--- config.mk ---
export PLATFORM = sky130hd
export DESIGN_NAME = i2s_rx_deframer_flat
export DESIGN_NICKNAME = d
export VERILOG_FILES = /design/src/rtl/i2s_rx_deframer_if.sv /design/src/rtl/i2s_rx_deframer.sv /design/src/flat_wrapper.sv
export SDC_FILE = /design/constraint.sdc
export NUM_CORES = 1
export LEC_CHECK = 0
export ABC_AREA = 1
export BUFFER_PORTS_ARGS = -buffer_cell sky130_fd_sc_hd__buf_2
export CAP_MARGIN = 40
export CORE_ASPECT_RATIO = 1.25
export CORE_UTILIZATION = 30
export DETAILED_ROUTE_END_ITERATION = 10
export GPL_ROUTABILITY_DRIVEN = 0
export PLACE_DENSITY = 0.46
export SLEW_MARGIN = 20
export SYNTH_ARGS = -nofsm -noshare
export SYNTH_HDL_FRONTEND = slang
export SYNTH_SLANG_ARGS = --single-unit
--- constraint.sdc ---
create_clock -name clk -period 6.2 [get_ports clk]
set_input_delay 0 -clock clk [delete_from_list [all_inputs] [get_ports clk]]
set_output_delay 0 -clock clk [all_outputs]
set_load 0.02 [all_outputs]
--- src/rtl/i2s_rx_deframer_if.sv ---
// rtl/i2s_rx_deframer_if.sv - I2S pin input and deframed sample bus
// Purpose: bundles the raw I2S pins and the sample/status outputs of the deframer.
// Signals:
//   i2s_in       {bck, lrck, data}, asynchronous to clk
//   sample_l/r   32-bit MSB-justified samples, held between pulses
//   sample_valid 1-clk pulse marking a new pair
//   bitnum       measured width code (0: 16, 1: 24, 2: 32 bits)
//   locked       format stable
//   fmt_err      1-clk pulse on a width mismatch or unsupported width
// Modports: master = deframer (sample producer), slave = pin driver / sample consumer.
interface i2s_rx_deframer_if;
  logic [2:0]  i2s_in;
  logic [31:0] sample_l;
  logic [31:0] sample_r;
  logic        sample_valid;
  logic [1:0]  bitnum;
  logic        locked;
  logic        fmt_err;

  modport master (
    input  i2s_in,
    output sample_l, sample_r, sample_valid, bitnum, locked, fmt_err
  );

  modport slave (
    output i2s_in,
    input  sample_l, sample_r, sample_valid, bitnum, locked, fmt_err
  );
endinterface

--- src/rtl/i2s_rx_deframer.sv ---
// rtl/i2s_rx_deframer.sv - I2S receiver: synchronise, deframe, measure width, lock
// Purpose: receives an I2S stream asynchronous to clk, deframes it into left/right
//   sample pairs, measures bits per channel and reports lock once the width is stable.
// Ports:
//   clk  in  system/master clock (>= 4x BCK), rising edge
//   rst  in  asynchronous active-high reset
//   bus  i2s_rx_deframer_if.master: i2s_in in; sample_l, sample_r, sample_valid,
//        bitnum, locked, fmt_err out
module i2s_rx_deframer #(
  parameter int SYNC_STAGES    = 2,
  parameter int TIMEOUT_CYCLES = 4096
) (
  input  logic               clk,
  input  logic               rst,
  i2s_rx_deframer_if.master  bus
);

  localparam logic [1:0] BITNUM_B16 = 2'd0;
  localparam logic [1:0] BITNUM_B24 = 2'd1;
  localparam logic [1:0] BITNUM_B32 = 2'd2;
  localparam logic [1:0] BITNUM_BAD = 2'd3;
  localparam int         TW         = $clog2(TIMEOUT_CYCLES + 1);

  typedef enum logic [1:0] {SEEK, ACQ, LOCK} state_e;

  // Index 0 is the stage nearest the pins; the last stage feeds the logic.
  logic [SYNC_STAGES-1:0][2:0] sync_q, sync_d;
  logic          bck_prev_q, bck_prev_d;
  // The detected event and the bits sampled with it are registered once, so all
  // deframing runs one clk after the event clk.
  logic          evt_q, evt_d;
  logic          data_ev_q, data_ev_d;
  logic          lrck_ev_q, lrck_ev_d;
  logic [31:0]   sreg_q, sreg_d;
  logic [5:0]    bitcnt_q, bitcnt_d;
  logic          lrck_prev_q, lrck_prev_d;
  logic [31:0]   l_hold_q, l_hold_d;
  state_e        state_q, state_d;
  logic          acq_have_q, acq_have_d;
  logic [5:0]    acq_n_q, acq_n_d;
  logic [TW-1:0] tcnt_q, tcnt_d;
  logic [31:0]   sample_l_q, sample_l_d;
  logic [31:0]   sample_r_q, sample_r_d;
  logic          sample_valid_q, sample_valid_d;
  logic [1:0]    bitnum_q, bitnum_d;
  logic          locked_q, locked_d;
  logic          fmt_err_q, fmt_err_d;

  logic [31:0]   sreg_next;
  logic [31:0]   word;
  logic [5:0]    n;
  logic [5:0]    shamt;
  logic [1:0]    n_enc;
  logic          closed;
  logic          timeout;

  always_comb begin
    sync_d     = {sync_q[SYNC_STAGES-2:0], bus.i2s_in};
    bck_prev_d = sync_q[SYNC_STAGES-1][2];
    evt_d      = sync_q[SYNC_STAGES-1][2] & ~bck_prev_q;
    lrck_ev_d  = sync_q[SYNC_STAGES-1][1];
    data_ev_d  = sync_q[SYNC_STAGES-1][0];

    sreg_next = {sreg_q[30:0], data_ev_q};
    closed    = evt_q && (lrck_ev_q != lrck_prev_q);
    // n counts the bit shifted in on this event, saturating at 63.
    n         = (bitcnt_q == 6'd63) ? 6'd63 : bitcnt_q + 6'd1;
    shamt     = (n >= 6'd32) ? 6'd0 : 6'd32 - n;
    word      = sreg_next << shamt;
    case (n)
      6'd16:   n_enc = BITNUM_B16;
      6'd24:   n_enc = BITNUM_B24;
      6'd32:   n_enc = BITNUM_B32;
      default: n_enc = BITNUM_BAD;
    endcase
    timeout = (tcnt_q == TW'(TIMEOUT_CYCLES - 1));

    sreg_d         = sreg_q;
    bitcnt_d       = bitcnt_q;
    lrck_prev_d    = lrck_prev_q;
    l_hold_d       = l_hold_q;
    state_d        = state_q;
    acq_have_d     = acq_have_q;
    acq_n_d        = acq_n_q;
    sample_l_d     = sample_l_q;
    sample_r_d     = sample_r_q;
    sample_valid_d = 1'b0;
    bitnum_d       = bitnum_q;
    locked_d       = locked_q;
    fmt_err_d      = 1'b0;

    // Counter parks at the limit so the timeout stays asserted until BCK returns.
    if (evt_q)        tcnt_d = '0;
    else if (timeout) tcnt_d = tcnt_q;
    else              tcnt_d = tcnt_q + TW'(1);

    if (evt_q) begin
      sreg_d   = sreg_next;
      bitcnt_d = closed ? 6'd0 : n;
      if (closed) begin
        lrck_prev_d = lrck_ev_q;
        if (lrck_ev_q) l_hold_d = word;
      end
    end

    if (timeout) begin
      state_d    = SEEK;
      locked_d   = 1'b0;
      acq_have_d = 1'b0;
    end else if (closed) begin
      case (state_q)
        SEEK: begin
          // lrck fell: a left word starts; the word just closed is a partial one.
          if (!lrck_ev_q) begin
            state_d    = ACQ;
            acq_have_d = 1'b0;
          end
        end
        ACQ: begin
          if (n_enc == BITNUM_BAD) begin
            fmt_err_d  = 1'b1;
            acq_have_d = 1'b0;
          end else if (acq_have_q && (n == acq_n_q)) begin
            state_d  = LOCK;
            locked_d = 1'b1;
            bitnum_d = n_enc;
          end else begin
            // A mismatch restarts the comparison from the current word.
            fmt_err_d  = acq_have_q;
            acq_have_d = 1'b1;
            acq_n_d    = n;
          end
        end
        LOCK: begin
          if (n_enc != bitnum_q) begin
            fmt_err_d  = 1'b1;
            locked_d   = 1'b0;
            state_d    = ACQ;
            acq_have_d = 1'b0;
          end else if (!lrck_ev_q) begin
            sample_l_d     = l_hold_q;
            sample_r_d     = word;
            sample_valid_d = 1'b1;
          end
        end
        default: state_d = SEEK;
      endcase
    end
  end

  always_ff @(posedge clk or posedge rst) begin
    if (rst) begin
      sync_q         <= '0;
      bck_prev_q     <= 1'b0;
      evt_q          <= 1'b0;
      data_ev_q      <= 1'b0;
      lrck_ev_q      <= 1'b0;
      sreg_q         <= '0;
      bitcnt_q       <= '0;
      lrck_prev_q    <= 1'b0;
      l_hold_q       <= '0;
      state_q        <= SEEK;
      acq_have_q     <= 1'b0;
      acq_n_q        <= '0;
      tcnt_q         <= '0;
      sample_l_q     <= '0;
      sample_r_q     <= '0;
      sample_valid_q <= 1'b0;
      bitnum_q       <= BITNUM_B16;
      locked_q       <= 1'b0;
      fmt_err_q      <= 1'b0;
    end else begin
      sync_q         <= sync_d;
      bck_prev_q     <= bck_prev_d;
      evt_q          <= evt_d;
      data_ev_q      <= data_ev_d;
      lrck_ev_q      <= lrck_ev_d;
      sreg_q         <= sreg_d;
      bitcnt_q       <= bitcnt_d;
      lrck_prev_q    <= lrck_prev_d;
      l_hold_q       <= l_hold_d;
      state_q        <= state_d;
      acq_have_q     <= acq_have_d;
      acq_n_q        <= acq_n_d;
      tcnt_q         <= tcnt_d;
      sample_l_q     <= sample_l_d;
      sample_r_q     <= sample_r_d;
      sample_valid_q <= sample_valid_d;
      bitnum_q       <= bitnum_d;
      locked_q       <= locked_d;
      fmt_err_q      <= fmt_err_d;
    end
  end

  assign bus.sample_l     = sample_l_q;
  assign bus.sample_r     = sample_r_q;
  assign bus.sample_valid = sample_valid_q;
  assign bus.bitnum       = bitnum_q;
  assign bus.locked       = locked_q;
  assign bus.fmt_err      = fmt_err_q;

endmodule

--- src/flat_wrapper.sv ---
// flat-port wrapper written by rule: the top's interface ports become plain ports
module i2s_rx_deframer_flat 
#(
  parameter int SYNC_STAGES    = 2,
  parameter int TIMEOUT_CYCLES = 4096
)
  (clk, rst, bus_i2s_in, bus_sample_l, bus_sample_r, bus_sample_valid, bus_bitnum, bus_locked, bus_fmt_err);
  i2s_rx_deframer_if bus_i ();
  input  logic clk;
  input  logic rst;
  input wire logic [$bits(bus_i.i2s_in)-1:0] bus_i2s_in;
  output wire logic [$bits(bus_i.sample_l)-1:0] bus_sample_l;
  output wire logic [$bits(bus_i.sample_r)-1:0] bus_sample_r;
  output wire logic [$bits(bus_i.sample_valid)-1:0] bus_sample_valid;
  output wire logic [$bits(bus_i.bitnum)-1:0] bus_bitnum;
  output wire logic [$bits(bus_i.locked)-1:0] bus_locked;
  output wire logic [$bits(bus_i.fmt_err)-1:0] bus_fmt_err;
  assign bus_i.i2s_in = bus_i2s_in;
  assign bus_sample_l = bus_i.sample_l;
  assign bus_sample_r = bus_i.sample_r;
  assign bus_sample_valid = bus_i.sample_valid;
  assign bus_bitnum = bus_i.bitnum;
  assign bus_locked = bus_i.locked;
  assign bus_fmt_err = bus_i.fmt_err;
  i2s_rx_deframer #(.SYNC_STAGES(SYNC_STAGES), .TIMEOUT_CYCLES(TIMEOUT_CYCLES)) u_core (.clk(clk), .rst(rst), .bus(bus_i));
endmodule
Word level (Yosys, flattened, before mapping)
Index checks and enable logic that the tools add are counted.
Operators by class
  add/sub/neg operators: 3
  order comparisons: 1
  eq/ne operators: 17
  shift-type cells: 1
  multiplexer cells: 36
  bitwise operators: 7
  reduce and logical (&&, ||, !) cells: 14
Operators with widths (number)
  32-bit by 6-bit left shift with 32-bit output: 1
  5-bit AND reduction: 6
  13-bit two-way mux: 2
  1-bit two-way mux: 20
  6-bit two-way mux: 3
  13-bit by 1-bit adder with 13-bit output (second input constant): 1
  13-bit by 12-bit equality test with 1-bit output (second input constant): 1
  6-bit by 5-bit equality test with 1-bit output (second input constant): 2
  6-bit equality test (second input constant): 2
  2-bit two-way mux: 6
  2-bit one-hot mux with 3 select lines: 2
  6-bit by 1-bit adder with 6-bit output (second input constant): 1
  6-bit equality test: 1
  6-bit >= comparator (second input constant): 1
  3-bit by 1-bit inequality test with 1-bit output (second input constant): 2
  1-bit NOT: 6
  6-bit subtractor (first input constant): 1
  2-bit equality test (second input constant): 2
  4-bit by 2-bit inequality test with 1-bit output (second input constant): 1
  1-bit one-hot mux with 2 select lines: 2
  4-bit nonzero test: 1
  3-bit by 2-bit inequality test with 1-bit output (second input constant): 1
  3-bit inequality test (second input constant): 1
  1-bit one-hot mux with 3 select lines: 1
  11 further kinds: 12
Word-level totals
  flip-flop bits (word level): 171
  output and inout port bits: 69

Longest topological paths before layout
Gate-level depths: netlist of run 1.
  depth in word-level cells: 9
  mapped depth: 18
  mapped depth without buffers: 17

Least setup slack after synthesis of run 1
Ideal clock, no wire load.
  path type: flip-flop to flip-flop
  from: reg u_core.bitcnt_q[0]
  to: reg u_core.l_hold_q[10]
  setup time: 0.066 ns
  data arrival time: 2.454 ns
  required time: 6.134 ns
  setup slack: 3.681 ns
  cell stages (with the launch flop): 18
  clock period less this slack: 2.519 ns
  path through: dfrtp_1 ha_1 nand2_1 inv_2 nand2_1 nand2_1 inv_1 ha_1 clkbuf_1 nand2_2 buf_2 o21ai_0 nand2_1 nand3_1 nand2_1 nor2_1 nand2_1 nand2_1
Between the ends
  word-level cells in the longest chain between the ends: 5
  elaborated cells between the ends (all ways): 7
RTL lines
  start, declared: RTL line i2s_rx_deframer.sv:35  | logic [5:0] bitcnt_q, bitcnt_d;
  start signal, assigned: RTL line i2s_rx_deframer.sv:179  | bitcnt_q <= bitcnt_d;
  6-bit by 1-bit adder with 6-bit output / 6-bit equality test (equally long branches): RTL line i2s_rx_deframer.sv:67  | n = (bitcnt_q == 6'd63) ? 6'd63 : bitcnt_q + 6'd1;
  6-bit two-way mux *: RTL line i2s_rx_deframer.sv:67
  6-bit subtractor / 6-bit >= comparator (equally long branches): RTL line i2s_rx_deframer.sv:68  | shamt = (n >= 6'd32) ? 6'd0 : 6'd32 - n;
  6-bit two-way mux *: RTL line i2s_rx_deframer.sv:68
  32-bit by 6-bit left shift with 32-bit output *: RTL line i2s_rx_deframer.sv:69  | word = sreg_next << shamt;
  end signal, assigned: RTL line i2s_rx_deframer.sv:181  | l_hold_q <= l_hold_d;
  end, declared: RTL line i2s_rx_deframer.sv:37  | logic [31:0] l_hold_q, l_hold_d;
Every way passes the cells marked *; elsewhere a longest branch is shown, timed or not.
A chain may end at the register's enable or synchronous reset.

Final worst setup path of run 1
  from: reg u_core.bitcnt_q[0]
  to: reg u_core.sample_r_q[1] (netlist: u_core.bus.sample_r[1])
Between the ends
  word-level cells in the longest chain between the ends: 7
  elaborated cells between the ends (all ways): 14
RTL lines
  6-bit by 1-bit adder with 6-bit output / 6-bit equality test (equally long branches): RTL line i2s_rx_deframer.sv:67
  6-bit two-way mux *: RTL line i2s_rx_deframer.sv:67
  branches (longest 5 deep; another with 6-bit subtractor)
  end signal, assigned: RTL line i2s_rx_deframer.sv:187  | sample_r_q <= sample_r_d;
  end, declared: RTL line i2s_rx_deframer.sv:43  | logic [31:0] sample_r_q, sample_r_d;
Mark *: on every way between the ends.

==> results of run 1 <==
==> what timing repair did <==
item	CTS	global route
hold buffers	4	0
setup endpoints to repair	0	0
resized for setup	0	0
hold endpoints to repair	53	0
==> power breakdown <==
group          leakage, nW  switching [mW]  internal, mW
clock network        0.273           0.475         0.573
registers             2.33          0.0746          1.23
logic                 2.80            1.14         0.451
total                 5.41            1.69          2.25
==> worst max path at each step <==
stage | end | slack (ns) | cells past startpoint
floorplan | u_core.acq_have_q$_DFFE_PP0P_ | 1.57 | 1
global placement | u_core.bus.sample_r[1]$_DFFE_PP0P_ | 2.39 | 14
detailed placement | u_core.bus.sample_r[1]$_DFFE_PP0P_ | 2.38 | 14
CTS | u_core.bus.sample_r[1]$_DFFE_PP0P_ | 2.38 | 14
global route | u_core.bus.sample_r[8]$_DFFE_PP0P_ | 2.10 | 16
finish | u_core.bus.sample_r[1]$_DFFE_PP0P_ | 2.33 | 14
==> state kept, by name, summed over array words and instances (netlist names) <==
register / cells
u_core.lrck_ev_d: 1
u_core.bus.sample_r: 32
u_core.data_ev_q: 1
u_core.bus.sample_valid: 1
u_core.bus.locked: 1
u_core.state_q: 2
u_core.evt_q: 1
u_core.bus.sample_l: 32
u_core.bus.fmt_err: 1
u_core.data_ev_d: 1
u_core.sreg_q: 31
u_core.lrck_prev_q: 1
u_core.acq_have_q: 1
u_core.lrck_ev_q: 1
u_core.acq_n_q: 6
u_core.bitcnt_q: 6
u_core.tcnt_q: 13
u_core.l_hold_q: 32
u_core.sync_d: 3
u_core.bck_prev_d: 1
u_core.bus.bitnum: 2
u_core.bck_prev_q: 1
==> Yosys cell counts (all sizes together) (6+ instances only) <==
| library cell | count |
|---|---|
| nand2 | 548 |
| dfrtp | 171 |
| nand3 | 144 |
| o21ai | 83 |
| inv | 80 |
| nor2 | 55 |
| buf | 35 |
| clkbuf | 20 |
| a21oi | 14 |
| nor3 | 13 |
| nand4 | 7 |
| ha | 6 |
==> final cells by class <==
class / instances / area [µm²]
well taps: 355 / 444
fillers: 3120 / 18500
inverters: 81 / 312
flip-flops and latches: 171 / 4280
clock inverters: 13 / 130
clock buffers: 19 / 443
multi-input cells: 889 / 3870
repair buffers: 88 / 556
==> kinds of logic (layout without fill, tap and decap cells) <==
group,Yosys count,in the layout
and+or+nand+nor,773,773
DFF,171,171
buffers and inverters,136,201
AOI/OAI and AO/OA,109,109
adders and majority gates,6,6
xor gates and xnor gates,1,1
==> critical path, stage by stage, from the launching register on <==
cell	delay [ns]
dfrtp_1	0.44
ha_1	0.22
nand2_1	0.11
inv_2	0.08
nand2_1	0.15
nand2_1	0.12
inv_1	0.07
ha_1	0.53
nand2_2	0.60
clkinv_1	0.48
nor2_1	0.27
nand2_1	0.14
nor3_1	0.38
nand2_1	0.11
nand2_1	0.09
==> metal layers <==
layer  global-route usage  part of all wire  vias to the layer above  wire [µm]
li1                     -                 -                     3911          -
met1                0.218              0.48                     3551      11300
met2                0.271              0.48                       97      11100
met3               0.0258             0.022                       16        519
met4               0.0510             0.016                        0        380
met5                    0                 0                        -          0
==> per-stage QoR <==
stage / cell area (µm²) / instances / hold slack [ns] / power [mW]
3_5_place_dp: 9420 / 1580 / 0.0852 / 2.90
6_report: 10000 / 1616 / 0.152 / 3.94
2_1_floorplan: 8740 / 1196 / 0.0314 / 2.52
5_1_grt: 10000 / 1616 / 0.190 / 4.23
4_1_cts: 10000 / 1616 / 0.173 / 3.98
3_3_place_gp: 9320 / 1576 / 0.109 / 2.89
==> metrics.cfg, run 1 <==
[cells_and_area]
fin_nets = 1259
final_common_cell = nand2_1
mostFrequentLayoutCells = nand2_1 (540), dfrtp_1 (171), nand3_1 (142)
drive_gt1_frac = 0.111
diodes = 0
synthToLayoutAreaGrowth_pct = 14.9
final_util = 0.352

[critical_path]
reg2reg_from = u_core.bitcnt_q[0]$_DFFE_PP0P_
rrSetupSlack_ns = 2.33
end_kind = flip-flop
crit_start = u_core.bitcnt_q[0]$_DFFE_PP0P_
r2r_end = u_core.bus.sample_r[1]$_DFFE_PP0P_
cp_max_fo = 37
arrival_ns = 4.24
rr_worst_depth = 14
worstPathRequired_ns = 6.57
worst_setup_path_start_kind = flip-flop
critPathKind = flip-flop to flip-flop

[sta]
drv_slew = 0
fin_crit_ns = 3.87
worst_pin_slew_ns = 0.810
grt_setup_unrepaired = no
slew_headroom = 0.460
setup_viol_count_final = 0
setup_tns_ns = 0
clock_skew_ns = 0.0102
finalCritPeriodShare = 0.624
hold_viol_final = 0
setup_slack_ns = 2.33
fmax_ghz = 0.259

[yosys]
yosys.area_share.simple = 0.367
netlist-cell-type-count = 32
synth.area.top_cells = dfrtp_1 (49%), nand2_1 (23%), nand3_1 (8.1%)
muxShareOfSynthArea = 0
async_flop_share = 1.00
mappedNetlistArea_um2 = 8740
synth-adder-area-share = 0.00859
synth_cells = 1196
syn_avg_cell_area_um2 = 7.30
ys_seq_area_frac = 0.490
yosys.area.top_type = dfrtp_1
synth_top_area_frac = 0.490
synth_top_family_by_area = simple AND/OR/NAND/NOR gates
synth_compound_area_frac = 0.0660
syn_nets = 1207
synth_edf_count = 0
ys.flop_type = dfrtp_1
synth-warning-count = 0
yosys.area_share.xor_xnor = 0.00100
ys_seq_elements = 171

[global_routing]
grtUsageTotal = 0.163
grt_pass1_wl_mm = 38.6
grt_pass1_vias = 7244
antenna_found_initial = 0
grt_remaining_overflow = 0
grt_start_max_net_pins = 67

[detailed_routing]
drt_iter0_drc = 532
vias = 7575
drc = 0
wl_mm = 23.3
routed_via_density = 4.69
ant_nets = 0
wire_per_inst_um = 14.4
dr.pass1.iters = 5

[run_status]
status = finished, final reports clean

[floorplan]
core_um2 = 28500
start_util = 0.307
dieArea_um2 = 29800
die_y_um = 193
die_x_um = 155
rows = 69
pin_count = 74

[power_and_ir_drop]
leakagePower_nw = 5.41
ir_drop_v = 0.000203
power.density_nw_per_um2 = 393

[clocking]
post_cts_buffers = 0
clock_tree.htree_level_count = 4
clockBufferDepth = 2
cts_num_sinks = 171
clkTransAtPathRegs_ns = 0.07
worst_skew_pair.late_latency_ns = 0.43
numCtsBuffers = 17
root_buffer = clkbuf_16
cts_tree = done

[placed_design]
hpwl_mm = 16.3
port_buffers = 73
place_ws_ns = 2.38

[flow_run]
maxCapViolCount = 0

[min_path]
hold_path.class = primary input to async pin

(Power assumes the default switching activity.)
==> run 2: changes to the inputs <==
Settings changed: ABC_AREA 1 to 0, PLACE_DENSITY 0.46 to 0.47.
Clock period 6.2 ns to 3.4 ns, I/O delays scaled along.
==> metrics.cfg, run 2 <==
[run_status]
status = finished, final reports clean

[yosys]
ys_seq_elements = 171
netlist-cell-type-count = 68
synth-warning-count = 0
syn_avg_cell_area_um2 = 10.3
synth_commonest_cells = dfrtp_1 (171), o21ai_0 (116), nand3_1 (90)
yosys.area.top_type = dfrtp_1
synth_cells = 888
synth_edf_count = 0
yosysMostFrequentCell = dfrtp_1
syn_nets = 899
mappedNetlistArea_um2 = 9130
async_flop_share = 1.00
ys.flop_type = dfrtp_1
ys_seq_area_frac = 0.469
synth.area.top_cells = dfrtp_1 (47%), mux2_2 (7.0%), o21ai_0 (6.4%)
synth_top_area_frac = 0.469

[detailed_routing]
drc = 0
routed_via_density = 5.12
wire_per_inst_um = 17.9
wl_mm = 25.1
drt_iter0_drc = 430
vias = 7161
ant_nets = 0
dr.pass1.iters = 4

[critical_path]
worstPathRequired_ns = 3.71
reg2reg_from = u_core.bitcnt_q[0]$_DFFE_PP0P_
end_kind = flip-flop
crit_start = u_core.bitcnt_q[0]$_DFFE_PP0P_
worst_setup_path_start_kind = flip-flop
arrival_ns = 3.54
cp_max_fo = 8
critPathKind = flip-flop to flip-flop

[clocking]
cts_tree = done
numCtsBuffers = 17
root_buffer = clkbuf_16
clock_tree.htree_level_count = 4
cts_num_sinks = 171
clockBufferDepth = 2
clkTransAtPathRegs_ns = 0.07
worst_skew_pair.late_latency_ns = 0.44

[placed_design]
place_ws_ns = -0.132
placed_cells = 1363
hpwl_mm = 17.6
port_buffers = 73

[global_routing]
grt_remaining_overflow = 0
grt_start_max_net_pins = 172
grt_pass1_vias = 7078
grtUsageTotal = 0.169
grt_pass1_wl_mm = 40.8
antenna_found_initial = 0

[sta]
slew_headroom = 0.374
hold_viol_final = 0
fmax_ghz = 0.310
drv_slew = 0
grt_setup_unrepaired = no
finalCritPeriodShare = 0.950
clock_skew_ns = 0.0110
worst_pin_slew_ns = 0.939
setup_viol_count_final = 0
fin_crit_ns = 3.23
setup_slack_ns = 0.169

[cells_and_area]
final_common_cell = dfrtp_1
mostFrequentLayoutCells = dfrtp_1 (170), o21ai_0 (115), nand3_1 (88)
drive_gt1_frac = 0.277
fin_nets = 997
diodes = 0
synthToLayoutAreaGrowth_pct = 20.4
fin_cells = 1399

[flow_run]
maxCapViolCount = 0

[floorplan]
rows = 71
pin_count = 74
core_um2 = 30000
die_x_um = 158
start_util = 0.304
dieArea_um2 = 31100
die_y_um = 197

[power_and_ir_drop]
leakagePower_nw = 5.12
ir_drop_v = 0.000600
power.density_nw_per_um2 = 823

[min_path]
min_from = bus_i2s_in[0]
hold_path.class = primary input to flip-flop

run 2: cell types whose count changed after synthesis, sizes merged, moves of 10 or more:
cell / change
nand2: -490
nand3: -53
o21ai: +36
mux2: +81
mux2i: +55
o211ai: +18
buf: -18
clkbuf: +28
inv: -63
xnor2: +10
nor2: -24
a21oi: +27
run 2: layout make-up:
cell class              count  area [µm²]
clock buffers              22         484
clock inverters             9         111
fillers                  3094       19000
inverters                  17        67.6
multi-input cells         635        4520
flip-flops and latches    171        4280
well taps                 401         502
repair buffers            144        1020
run 2: worst paths after layout:
kind | to | slack (ns) | depth (start not counted)
setup / recovery | u_core.l_hold_q[31]$_DFFE_PP0P_ | 0.17 | 15
hold / removal | u_core.sync_d[3]$_DFF_PP0_ | 0.20 | 2
setup reg to reg | u_core.l_hold_q[31]$_DFFE_PP0P_ | 0.17 | 15
hold reg to reg | u_core.lrck_ev_d$_DFF_PP0_ | 0.35 | 0
max in group asynchronous | u_core.sreg_q[20]$_DFFE_PP0P_ | 2.31 | 4
min in group asynchronous | u_core.bus.sample_l[0]$_DFFE_PP0P_ | 0.37 | 4
run 2: cell families (layout without fill, tap and decap cells):
kind of cell | count (synthesis) | in the layout | share of synthesized area
XOR/XNOR | 16 | 16 | 0.0169
AO/OA/AOI/OAI | 245 | 245 | 0.168
multiplexers | 136 | 136 | 0.170
flip-flops | 171 | 171 | 0.469
adder cells (fa/ha/maj) | 6 | 6 | 0.00822
AND/OR/NAND/NOR | 232 | 232 | 0.126
buffers and inverters | 82 | 192 | 0.0432
run 2: through the flow:
step | power, mW | hold slack (ns) | setup TNS (ns) | area [µm²] | util
global route | 9.65 | 0.195 | 0 | 11000 | 0.366
detailed placement | 6.87 | 0.109 | -0.481 | 10300 | 0.343
global placement | 6.88 | 0.111 | -0.291 | 10300 | 0.343
floorplan | 5.10 | 0.0314 | 0 | 9150 | -
CTS | 8.94 | 0.184 | 0 | 10900 | 0.364
finish | 9.04 | 0.200 | 0 | 11000 | 0.366
run 2: timing repair:
action,CTS,global route
gates resized for setup,6,11
endpoints found under the setup margin,12,29
pin swaps,0,1
endpoints found under the hold margin,174,0
hold buffers,4,0
buffers inserted,0,1
run 2: critical path, stage by stage, from the launching register on:
cell,delay [ns]
dfrtp_1,0.38
ha_1,0.25
nand3_2,0.13
o21ai_1,0.09
inv_1,0.09
ha_2,0.19
nand2b_1,0.06
mux2_4,0.28
or3_1,0.42
buf_4,0.18
nand4_1,0.12
buf_12,0.14
inv_1,0.04
a2111oi_1,0.49
buf_4,0.20
o21ai_0,0.06
run 2: where the power goes:
group | internal (mW) | total [mW] | switching [mW] | leakage (nW)
clock | 1.16 | 1.98 | 0.823 | 0.277
sequential | 2.29 | 2.51 | 0.224 | 2.31
combinational | 1.77 | 4.55 | 2.78 | 2.53
run 2: routing by layer:
metal,track usage,vias to the layer above,routed length [µm]
met3,0.0257,32,757
met4,0.0645,0,513
met5,0,-,0
li1,-,3468,-
met1,0.219,3522,11400
met2,0.282,139,12400
